### config.mk
export PLATFORM = sky130hd
export DESIGN_NAME = edge_slope_setup
export DESIGN_NICKNAME = d
export VERILOG_FILES = /design/src/rtl/render_pkg.sv /design/src/rtl/edge_delta.sv /design/src/rtl/edge_slope_setup.sv
export SDC_FILE = /design/constraint.sdc
export NUM_CORES = 1
export LEC_CHECK = 0
export CORE_MARGIN = 1
export CORE_UTILIZATION = 60
export CTS_BUF_LIST = sky130_fd_sc_hd__clkbuf_8
export DETAILED_ROUTE_END_ITERATION = 10
export DONT_BUFFER_PORTS = 1
export PLACE_DENSITY = 0.76
export SETUP_SLACK_MARGIN = 0.02
export SKIP_CTS_REPAIR_TIMING = 1
export SLEW_MARGIN = 20
export SYNTH_ARGS = -nofsm -noshare
export SYNTH_HDL_FRONTEND = slang
export SYNTH_SLANG_ARGS = --single-unit
### constraint.sdc
create_clock -name clk -period 4.5 [get_ports clk]
set_clock_uncertainty 0.1 [all_clocks]
set_input_delay 0.45 -clock clk [delete_from_list [all_inputs] [get_ports clk]]
set_output_delay 0.45 -clock clk [all_outputs]
set_load 0.03 [all_outputs]
### src/rtl/render_pkg.sv
// Shared constants and types for the triangle-setup front end.
package render_pkg;

   localparam int unsigned COORD_W = 10;
   localparam int unsigned FRAC_W  = 10;
   localparam int unsigned DIV_W   = 21;

   typedef enum logic [2:0] {
      IDLE,
      SETUP,
      REQ,
      GAP,
      NEXT,
      OUT
   } state_e;

   typedef logic [1:0] edge_idx_t;

   localparam edge_idx_t LAST_EDGE = 2'd2;

endpackage

### src/rtl/edge_delta.sv
// Per-edge deltas: sign-extended dy, dy==0 flag and the fixed-point dividend dx<<FRAC_W.
module edge_delta #(
   parameter int unsigned COORD_W = 10,
   parameter int unsigned FRAC_W  = 10,
   parameter int unsigned DIV_W   = 21
) (
   input  logic [COORD_W-1:0] i_xs,
   input  logic [COORD_W-1:0] i_ys,
   input  logic [COORD_W-1:0] i_xe,
   input  logic [COORD_W-1:0] i_ye,
   output logic [COORD_W:0]   o_dy,
   output logic               o_dy_zero,
   output logic [DIV_W-1:0]   o_dividend
);

   logic signed [COORD_W:0] w_dx;
   logic signed [COORD_W:0] w_dy;

   // Zero-extend the unsigned coordinates by one bit so the difference is exact in two's complement.
   assign w_dx = $signed({1'b0, i_xe}) - $signed({1'b0, i_xs});
   assign w_dy = $signed({1'b0, i_ye}) - $signed({1'b0, i_ys});

   assign o_dy       = w_dy;
   assign o_dy_zero  = (w_dy == '0);
   assign o_dividend = {w_dx, {FRAC_W{1'b0}}};

endmodule

### src/rtl/edge_slope_setup.sv
// Triangle setup: per-edge dx/dy, sequenced signed divides, collected fixed-point edge slopes.
module edge_slope_setup #(
   parameter int unsigned COORD_W = render_pkg::COORD_W,
   parameter int unsigned FRAC_W  = render_pkg::FRAC_W,
   parameter int unsigned DIV_W   = render_pkg::DIV_W
) (
   input  logic               clk,
   input  logic               rst_n,
   input  logic               tri_valid,
   output logic               tri_ready,
   input  logic [COORD_W-1:0] x0,
   input  logic [COORD_W-1:0] y0,
   input  logic [COORD_W-1:0] x1,
   input  logic [COORD_W-1:0] y1,
   input  logic [COORD_W-1:0] x2,
   input  logic [COORD_W-1:0] y2,
   output logic               div_open,
   output logic [DIV_W-1:0]   div_dividend,
   output logic [DIV_W-1:0]   div_divisor,
   input  logic               div_finish,
   input  logic [DIV_W-1:0]   div_quotient,
   output logic               slope_valid,
   input  logic               slope_ready,
   output logic [DIV_W-1:0]   slope0,
   output logic [DIV_W-1:0]   slope1,
   output logic [DIV_W-1:0]   slope2,
   output logic [2:0]         horiz
);

   import render_pkg::*;

   if (DIV_W != COORD_W + 1 + FRAC_W) begin : g_bad_div_w
      $error("edge_slope_setup: DIV_W must equal COORD_W+1+FRAC_W");
   end

   state_e            r_state;
   state_e            w_state_nxt;
   edge_idx_t         r_k;
   logic [COORD_W-1:0] r_x0, r_y0, r_x1, r_y1, r_x2, r_y2;
   logic              r_seen_low;
   logic              r_tri_ready;
   logic              r_div_open;
   logic              r_slope_valid;
   logic [DIV_W-1:0]  r_dividend;
   logic [DIV_W-1:0]  r_divisor;
   logic [DIV_W-1:0]  r_slope0, r_slope1, r_slope2;
   logic [2:0]        r_horiz;

   logic [COORD_W-1:0] w_xs, w_ys, w_xe, w_ye;
   logic [COORD_W:0]   w_dy;
   logic               w_dy_zero;
   logic [DIV_W-1:0]   w_dividend;
   logic               w_accept;
   logic               w_capture;
   logic               w_slope_we;
   logic [DIV_W-1:0]   w_slope_din;
   logic               w_tri_ready_d;
   logic               w_div_open_d;
   logic               w_slope_valid_d;

   // Edge k runs v0->v1, v1->v2, v2->v0.
   always_comb begin
      w_xs = r_x0;
      w_ys = r_y0;
      w_xe = r_x1;
      w_ye = r_y1;
      case (r_k)
         2'd1: begin
            w_xs = r_x1; w_ys = r_y1; w_xe = r_x2; w_ye = r_y2;
         end
         2'd2: begin
            w_xs = r_x2; w_ys = r_y2; w_xe = r_x0; w_ye = r_y0;
         end
         default: ;
      endcase
   end

   edge_delta #(
      .COORD_W (COORD_W),
      .FRAC_W  (FRAC_W),
      .DIV_W   (DIV_W)
   ) u_edge_delta (
      .i_xs       (w_xs),
      .i_ys       (w_ys),
      .i_xe       (w_xe),
      .i_ye       (w_ye),
      .o_dy       (w_dy),
      .o_dy_zero  (w_dy_zero),
      .o_dividend (w_dividend)
   );

   always_ff @(posedge clk or negedge rst_n) begin
      if (!rst_n) r_state <= IDLE;
      else        r_state <= w_state_nxt;
   end

   // A finish that was already high when REQ started is stale; only a low-then-high finish counts.
   always_comb begin
      w_state_nxt = r_state;
      case (r_state)
         IDLE:    if (tri_valid) w_state_nxt = SETUP;
         SETUP:   w_state_nxt = w_dy_zero ? NEXT : REQ;
         REQ:     if (div_finish && r_seen_low) w_state_nxt = GAP;
         GAP:     w_state_nxt = NEXT;
         NEXT:    w_state_nxt = (r_k == LAST_EDGE) ? OUT : SETUP;
         OUT:     if (slope_ready) w_state_nxt = IDLE;
         default: w_state_nxt = IDLE;
      endcase
   end

   always_comb begin
      w_accept        = (r_state == IDLE) && tri_valid;
      w_capture       = (r_state == REQ) && div_finish && r_seen_low;
      w_slope_we      = ((r_state == SETUP) && w_dy_zero) || w_capture;
      w_slope_din     = w_capture ? div_quotient : '0;
      w_tri_ready_d   = (w_state_nxt == IDLE);
      w_div_open_d    = (w_state_nxt == REQ);
      w_slope_valid_d = (w_state_nxt == OUT);
   end

   always_ff @(posedge clk or negedge rst_n) begin
      if (!rst_n) begin
         r_k           <= '0;
         r_x0          <= '0;
         r_y0          <= '0;
         r_x1          <= '0;
         r_y1          <= '0;
         r_x2          <= '0;
         r_y2          <= '0;
         r_seen_low    <= 1'b0;
         r_tri_ready   <= 1'b1;
         r_div_open    <= 1'b0;
         r_slope_valid <= 1'b0;
         r_dividend    <= '0;
         r_divisor     <= '0;
         r_slope0      <= '0;
         r_slope1      <= '0;
         r_slope2      <= '0;
         r_horiz       <= '0;
      end else begin
         r_tri_ready   <= w_tri_ready_d;
         r_div_open    <= w_div_open_d;
         r_slope_valid <= w_slope_valid_d;

         if (w_accept) begin
            r_x0 <= x0; r_y0 <= y0;
            r_x1 <= x1; r_y1 <= y1;
            r_x2 <= x2; r_y2 <= y2;
            r_k  <= '0;
         end

         // Operands are only loaded here, so they stay put for the whole request.
         if (r_state == SETUP) begin
            r_dividend <= w_dividend;
            r_divisor  <= {{FRAC_W{w_dy[COORD_W]}}, w_dy};
            r_seen_low <= 1'b0;
            case (r_k)
               2'd0:    r_horiz[0] <= w_dy_zero;
               2'd1:    r_horiz[1] <= w_dy_zero;
               default: r_horiz[2] <= w_dy_zero;
            endcase
         end

         if ((r_state == REQ) && !div_finish) r_seen_low <= 1'b1;

         if (w_slope_we) begin
            case (r_k)
               2'd0:    r_slope0 <= w_slope_din;
               2'd1:    r_slope1 <= w_slope_din;
               default: r_slope2 <= w_slope_din;
            endcase
         end

         if ((r_state == NEXT) && (r_k != LAST_EDGE)) r_k <= r_k + 2'd1;
      end
   end

   assign tri_ready    = r_tri_ready;
   assign div_open     = r_div_open;
   assign div_dividend = r_dividend;
   assign div_divisor  = r_divisor;
   assign slope_valid  = r_slope_valid;
   assign slope0       = r_slope0;
   assign slope1       = r_slope1;
   assign slope2       = r_slope2;
   assign horiz        = r_horiz;

endmodule
# Word-level counts from Yosys, hierarchy flattened
# Cells that the tools add are included.
# word_totals
wordCells,71
reg_bits,157
out_inout_bits,111
input_bits,86
# classes
n_addsub,3
eq_ne,10
n_reduce_logical,22
bitwise_logic,1
muxes,15
# op_table
op,n
one-hot mux 10 bit (2 select lines),4
subtractor 10 x 10 -> 11 bit,2
2-to-1 mux 21 bit,1
one-hot mux 3 bit (6 select lines),1
2-to-1 mux 3 bit,5
AND reduction 2 bit,6
zero test 11 bit,1
equality test 3 x 2 -> 1 bit (second input constant),3
equality test 3 bit (second input constant),3
logical AND 1 bit,7
zero test 3 bit,2
2-to-1 mux 2 bit,2
nonzero test 2 bit,2
equality test 3 x 1 -> 1 bit (second input constant),1
adder 2 x 1 -> 2 bit (second input constant),1
equality test 2 x 1 -> 1 bit (second input constant),1
equality test 2 bit (second input constant),1
zero test 2 bit,1
2-to-1 mux 1 bit,2
inequality test 2 bit (second input constant),1
OR reduction 2 bit,1
zero test 1 bit,1
logical OR 1 bit,1
NOT 1 bit,1

# Depth between registers and ports, before layout
# logic_depth
ltp_word,7
depth_mapped,18
mapped_depth_nobuf,14

# By module
# A second synthesis with hierarchy kept.
# unflattened
cells_unflattened,694
area_unflattened_um2,8296.7
# modules_own_cells
mod,seq_area_each_um2,cells_each,instances,area_per_inst_um2
edge_slope_setup,4180.3,551,1,7263.2
edge_delta,0.0,143,1,1033.5

# Least setup slack after synthesis
# OpenSTA, ideal clock, no wires.
# synth_timing
path_kind,flip-flop to flip-flop
start,register r_k[0]
end,register r_slope2[12] (netlist: slope2[12])
synth_period_minus_slack_ns,3.910
slack_ns,0.590
stages_incl_launch_ff,18
setup_ns,0.138
required_time_ns,4.262
n_path_buf,5
arrival_time_ns,3.672
cell_sequence,dfrtp_1 -> inv_1 -> ha_1 -> clkbuf_1 -> clkbuf_1 -> clkbuf_1 -> a21oi_1 -> ha_1 -> fa_1 -> nand2b_1 -> a21oi_1 -> nor3_1 -> a21oi_1 -> xor2_1 -> nor4_4 -> buf_4 -> buf_6 -> a31oi_1
# synth_via
elab_chain_cells,7
word_cells_on_any_way,12
cone_classes,1 x add/sub; 2 x eq/ne; 2 x mux; 1 x bitwise; 6 x reduce/logical
# synth_rtl
item,line,text
start: declaration,edge_slope_setup.sv:38,edge_idx_t r_k;
start signal: assignment,edge_slope_setup.sv:174,if ((r_state == NEXT) && (r_k != LAST_EDGE)) r_k <= r_k + 2'd1;
equality test 2 bit / equality test 2 x 1 -> 1 bit (equally long branches),"edge_slope_setup.sv:67, edge_slope_setup.sv:167",
one-hot mux 10 bit (2 select lines),edge_slope_setup.sv:67,case (r_k)
subtractor 10 x 10 -> 11 bit,edge_delta.sv:21,"assign w_dy = $signed({1'b0, i_ye}) - $signed({1'b0, i_ys});"
zero test 11 bit,edge_delta.sv:24,assign o_dy_zero = (w_dy == '0);
logical AND 1 bit,edge_slope_setup.sv:114,w_slope_we = ((r_state == SETUP) && w_dy_zero) || w_capture;
logical OR 1 bit,edge_slope_setup.sv:114,
AND reduction 2 bit (no source line) *,-,
end signal: assignment,edge_slope_setup.sv:170,default: r_slope2 <= w_slope_din;
end: declaration,edge_slope_setup.sv:46,"logic [DIV_W-1:0] r_slope0, r_slope1, r_slope2;"
# Every way passes the cells marked *; elsewhere a longest branch is shown, timed or not.
# A chain may end at the register's enable or synchronous reset.

# Worst setup path after layout
# layout_timing
start,register r_k[0]
end,register r_slope0[4] (netlist: slope0[4])
# layout_via
elab_chain_cells,7
word_cells_on_any_way,10
cone_classes,1 x add/sub; 2 x eq/ne; 2 x mux; 5 x reduce/logical
# layout_rtl
item,line,text
equality test 2 bit / equality test 2 x 1 -> 1 bit (equally long branches),edge_slope_setup.sv:67,
one-hot mux 10 bit (2 select lines),edge_slope_setup.sv:67,
subtractor 10 x 10 -> 11 bit,edge_delta.sv:21,
zero test 11 bit,edge_delta.sv:24,
logical AND 1 bit,edge_slope_setup.sv:114,
logical OR 1 bit,edge_slope_setup.sv:114,
AND reduction 2 bit (no source line) *,-,
end signal: assignment,edge_slope_setup.sv:168,2'd0: r_slope0 <= w_slope_din;
end: declaration,edge_slope_setup.sv:46,
# Marked as above.

==> impl_results.md <==
* GP Congestion at 0.847
* Post-synthesis sequential area ratio at 48.8%
* Largest net degree at the start of global routing at roughly 160
* Element type at the critical path end: flop
* Cell Int Power at 4.52 mW
* Peak supply drop at roughly 0.52 mV
* Number of clock sinks at approximately 160
* CP Max Fanout at a little over 70
* Multi-input logic area at between 0.003 and 0.004 mm2
* Row cnt at between 40 and 50
* Chip width at 118 um
* Cell variety after synth at 47
* Commonest non-fill, non-tap cell in the layout: dfrtp_1
* # Max-Cap Violations at 0
* CP bufs+invs at 3
* Tcrit/Tclk final at ~87%
* Combinational Power Share at 50.6%
* Reg clk slew, reported paths at roughly 80 ps
* Clock Latency Late Sink at between 400 and 500 ps
* Setup tns final at 0 ps
* H-tree level count at 4
* Die height at approximately 120 um
* Worst slew margin at between 30% and 40%
* Overall power at ~8.5 mW
* Clock Tree Buf Depth at 2
* Crit Path Class: flop to flop
* Status: finished, final reports clean
* Area Overhead vs Synth at 6.13%
* All-Layer GR Usage at 27.3%
* DP Cell Count at a little over 900
* CP max stage cell: buf_4
* Mapped Area at 0.00806 mm2
* Vias/cell at around 6.4
* Final hold slack at 35.9 ps
* Num CTS Buffers at 17
* CP startpoint kind: flop
* Worst setup path startpoint: r_k[0]$_DFFE_PN0P_
* DR WL/cell at just under 20 um
* Starting Density at around 63%
* DRC viols at 0
* Cell taking the most area after synthesis: dfrtp_1
* Port bufs at 0
* Reg power frac at between 30% and 40%
* Top cell type's share of synthesized area at 48.4%
* PD cells at a little under 1000 mW/mm2
* Slew @ Worst Pin at ~950 ps
* Most frequent cells in the layout: dfrtp_1, nand2_1, o21ai_0
* DP Area at approximately 0.0080 mm2
* Avg Cell Area, Syn at 10.1 um2
* Worst path cell trace: inv_1, ha_2, buf_4, o21ai_0, ha_1, nand3_1, a21oi_1, nor3_1, a21oi_1, xor2_1, nor4_4, buf_12, o21ai_0
* Hold path startpoint: x0[6]
* Filler cells at 983
* CORE AREA at ~0.013 mm2
* HPWL Detailed at around 12000 um
* Async SR Flop Fraction at 100%
* Number of synthesized flops with an enable pin at 0
* Pre-Repair DR Iteration Count at 5
* Final hold viol count at 0
* Top_reg_cell synth: dfrtp_1
* Tmin final at slightly below 4000 ps
* Io pins at 197
* Dpl ws at 606 ps
* R2r startpoint: r_k[0]$_DFFE_PN0P_
* Vias in the first global route at 5807
* Final core area utilization at 66.4%
* Design Area, Final at 0.00856 mm2
* Detail Route Antenna Nets at 0
* RSZ-0062 raised after global routing: no
* Sw Pwr at just under 4 mW
* Die area at between 0.01 and 0.015 mm2
* Vias at 6014
* Initial antenna violation count at 1
* Warnings, synthesis at 0
* Crit path required time at roughly 4700 ps
* Total Wirelength at around 18000 um
* Share of layout cells above drive strength 1 at between 10% and 20%
* Leak at between 4 and 5 nW
* Clock Power Share at 15.2%
* Top post-synthesis cells by area: dfrtp_1, mux2_2, a22oi_1
* GRT overflow at 0
* Final setup fails at 0
* Final #Nets at between 800 and 900
* CTS root buf: clkbuf_8
* Max Fclk at 0.255 GHz
* Synth Register Bits at approximately 160
* Slew Viols, Final at 0
* Crit path DAT at about 4200 ps
* DRT iter0 DRCs at 564
* HP Class: input pin to flop
* CTS tree: yes
* First-pass GRT wire length at 30000 um
* Post-route insts no fill at approximately 950
* CP delay by family, top: buffers and inverters
* Slowest stage delay, CP at 520 ps
* Sw frac at a little under half
* Setup ws final at ~580 ps
* Mapped Cells at 799
* Register area at between 0.003 and 0.004 mm2
-- sequential cells by signal, summed over array words and instances (netlist names) --
name / cells
slope0: 21
slope1: 21
slope2: 21
div_dividend: 11
div_divisor: 11
r_x0: 10
r_x1: 10
r_x2: 10
r_y0: 10
r_y1: 10
r_y2: 10
horiz: 3
r_state: 3
r_k: 2
div_open: 1
r_seen_low: 1
slope_valid: 1
tri_ready: 1
-- per-layer routing --
| metal | share of wire [%] | track usage (%) |
|---|---|---|
| met3 | 9.1 | 10.1 |
| met2 | 47 | 43.1 |
| met5 | 0 | 0 |
| met4 | 2.2 | 11.8 |
| met1 | 42 | 33.7 |
-- logic make-up (layout without fill, tap and decap cells) --
family                     Yosys count  in the layout  share of synthesized area (%)
buffers and inverters               90             53                           5.37
AOI/OAI and AO/OA                  249            249                           19.3
muxes                               85             85                           11.5
xor gates and xnor gates            10             10                           1.09
other                                1             12                         0.0465
and+or+nand+nor                    182            182                           9.79
adders and majority gates           25             25                           4.07
DFF                                157            157                           48.8
-- power by group through the flow --
stage | sequential, mW | combinational (mW) | clock, mW
after floorplan | 2.64 | 3.59 | 0
after global placement | 2.89 | 4.00 | 0
after detailed placement | 2.92 | 4.19 | 0
after CTS | 2.89 | 4.24 | 1.31
after global routing | 2.97 | 4.81 | 1.36
final | 2.90 | 4.28 | 1.29
-- worst paths after layout --
kind	to	cells after the start	slack (ps)
hold reg to reg	r_y0[4]$_DFFE_PN0P_	1	430
setup / recovery	slope0[4]$_DFFE_PN0P_	13	580
hold / removal	r_x0[6]$_DFFE_PN0P_	1	40
min in group asynchronous	slope2[19]$_DFFE_PN0P_	2	540
setup reg to reg	slope0[4]$_DFFE_PN0P_	13	580
max in group asynchronous	div_divisor[10]$_DFFE_PN0P_	2	3120
-- synthesized netlist by cell type (all sizes together), types with 2 or more instances --
| cell | instances |
|---|---|
| a21oi | 33 |
| nor2 | 36 |
| nor3 | 10 |
| o21ai | 85 |
| or2 | 3 |
| or3 | 2 |
| nor2b | 5 |
| a21o | 2 |
| a22o | 2 |
| xor2 | 5 |
| a211oi | 2 |
| ha | 23 |
| xnor2 | 5 |
| nor4 | 2 |
| nand3 | 4 |
| and2 | 2 |
| nand4 | 2 |
| o31ai | 8 |
| buf | 29 |
| mux2 | 64 |
| clkbuf | 50 |
| inv | 11 |
| nand2b | 4 |
| mux2i | 21 |
| o22ai | 2 |
| and3 | 2 |
| o21a | 7 |
| nand2 | 106 |
| fa | 2 |
| a22oi | 82 |
| dfrtp | 156 |
| a31oi | 22 |
-- layout make-up --
| type | count | share of cell area (%) |
|---|---|---|
| Tap cell | 172 | 2.52 |
| Clock buffer | 18 | 2.90 |
| Inverter | 11 | 0.483 |
| Multi-Input combinational cell | 561 | 43.8 |
| Antenna cell | 2 | 0.0585 |
| Clock inverter | 12 | 2.82 |
| Sequential cell | 157 | 46.0 |
| Timing Repair Buffer | 12 | 1.46 |
Power figures use the tool's default switching activity.
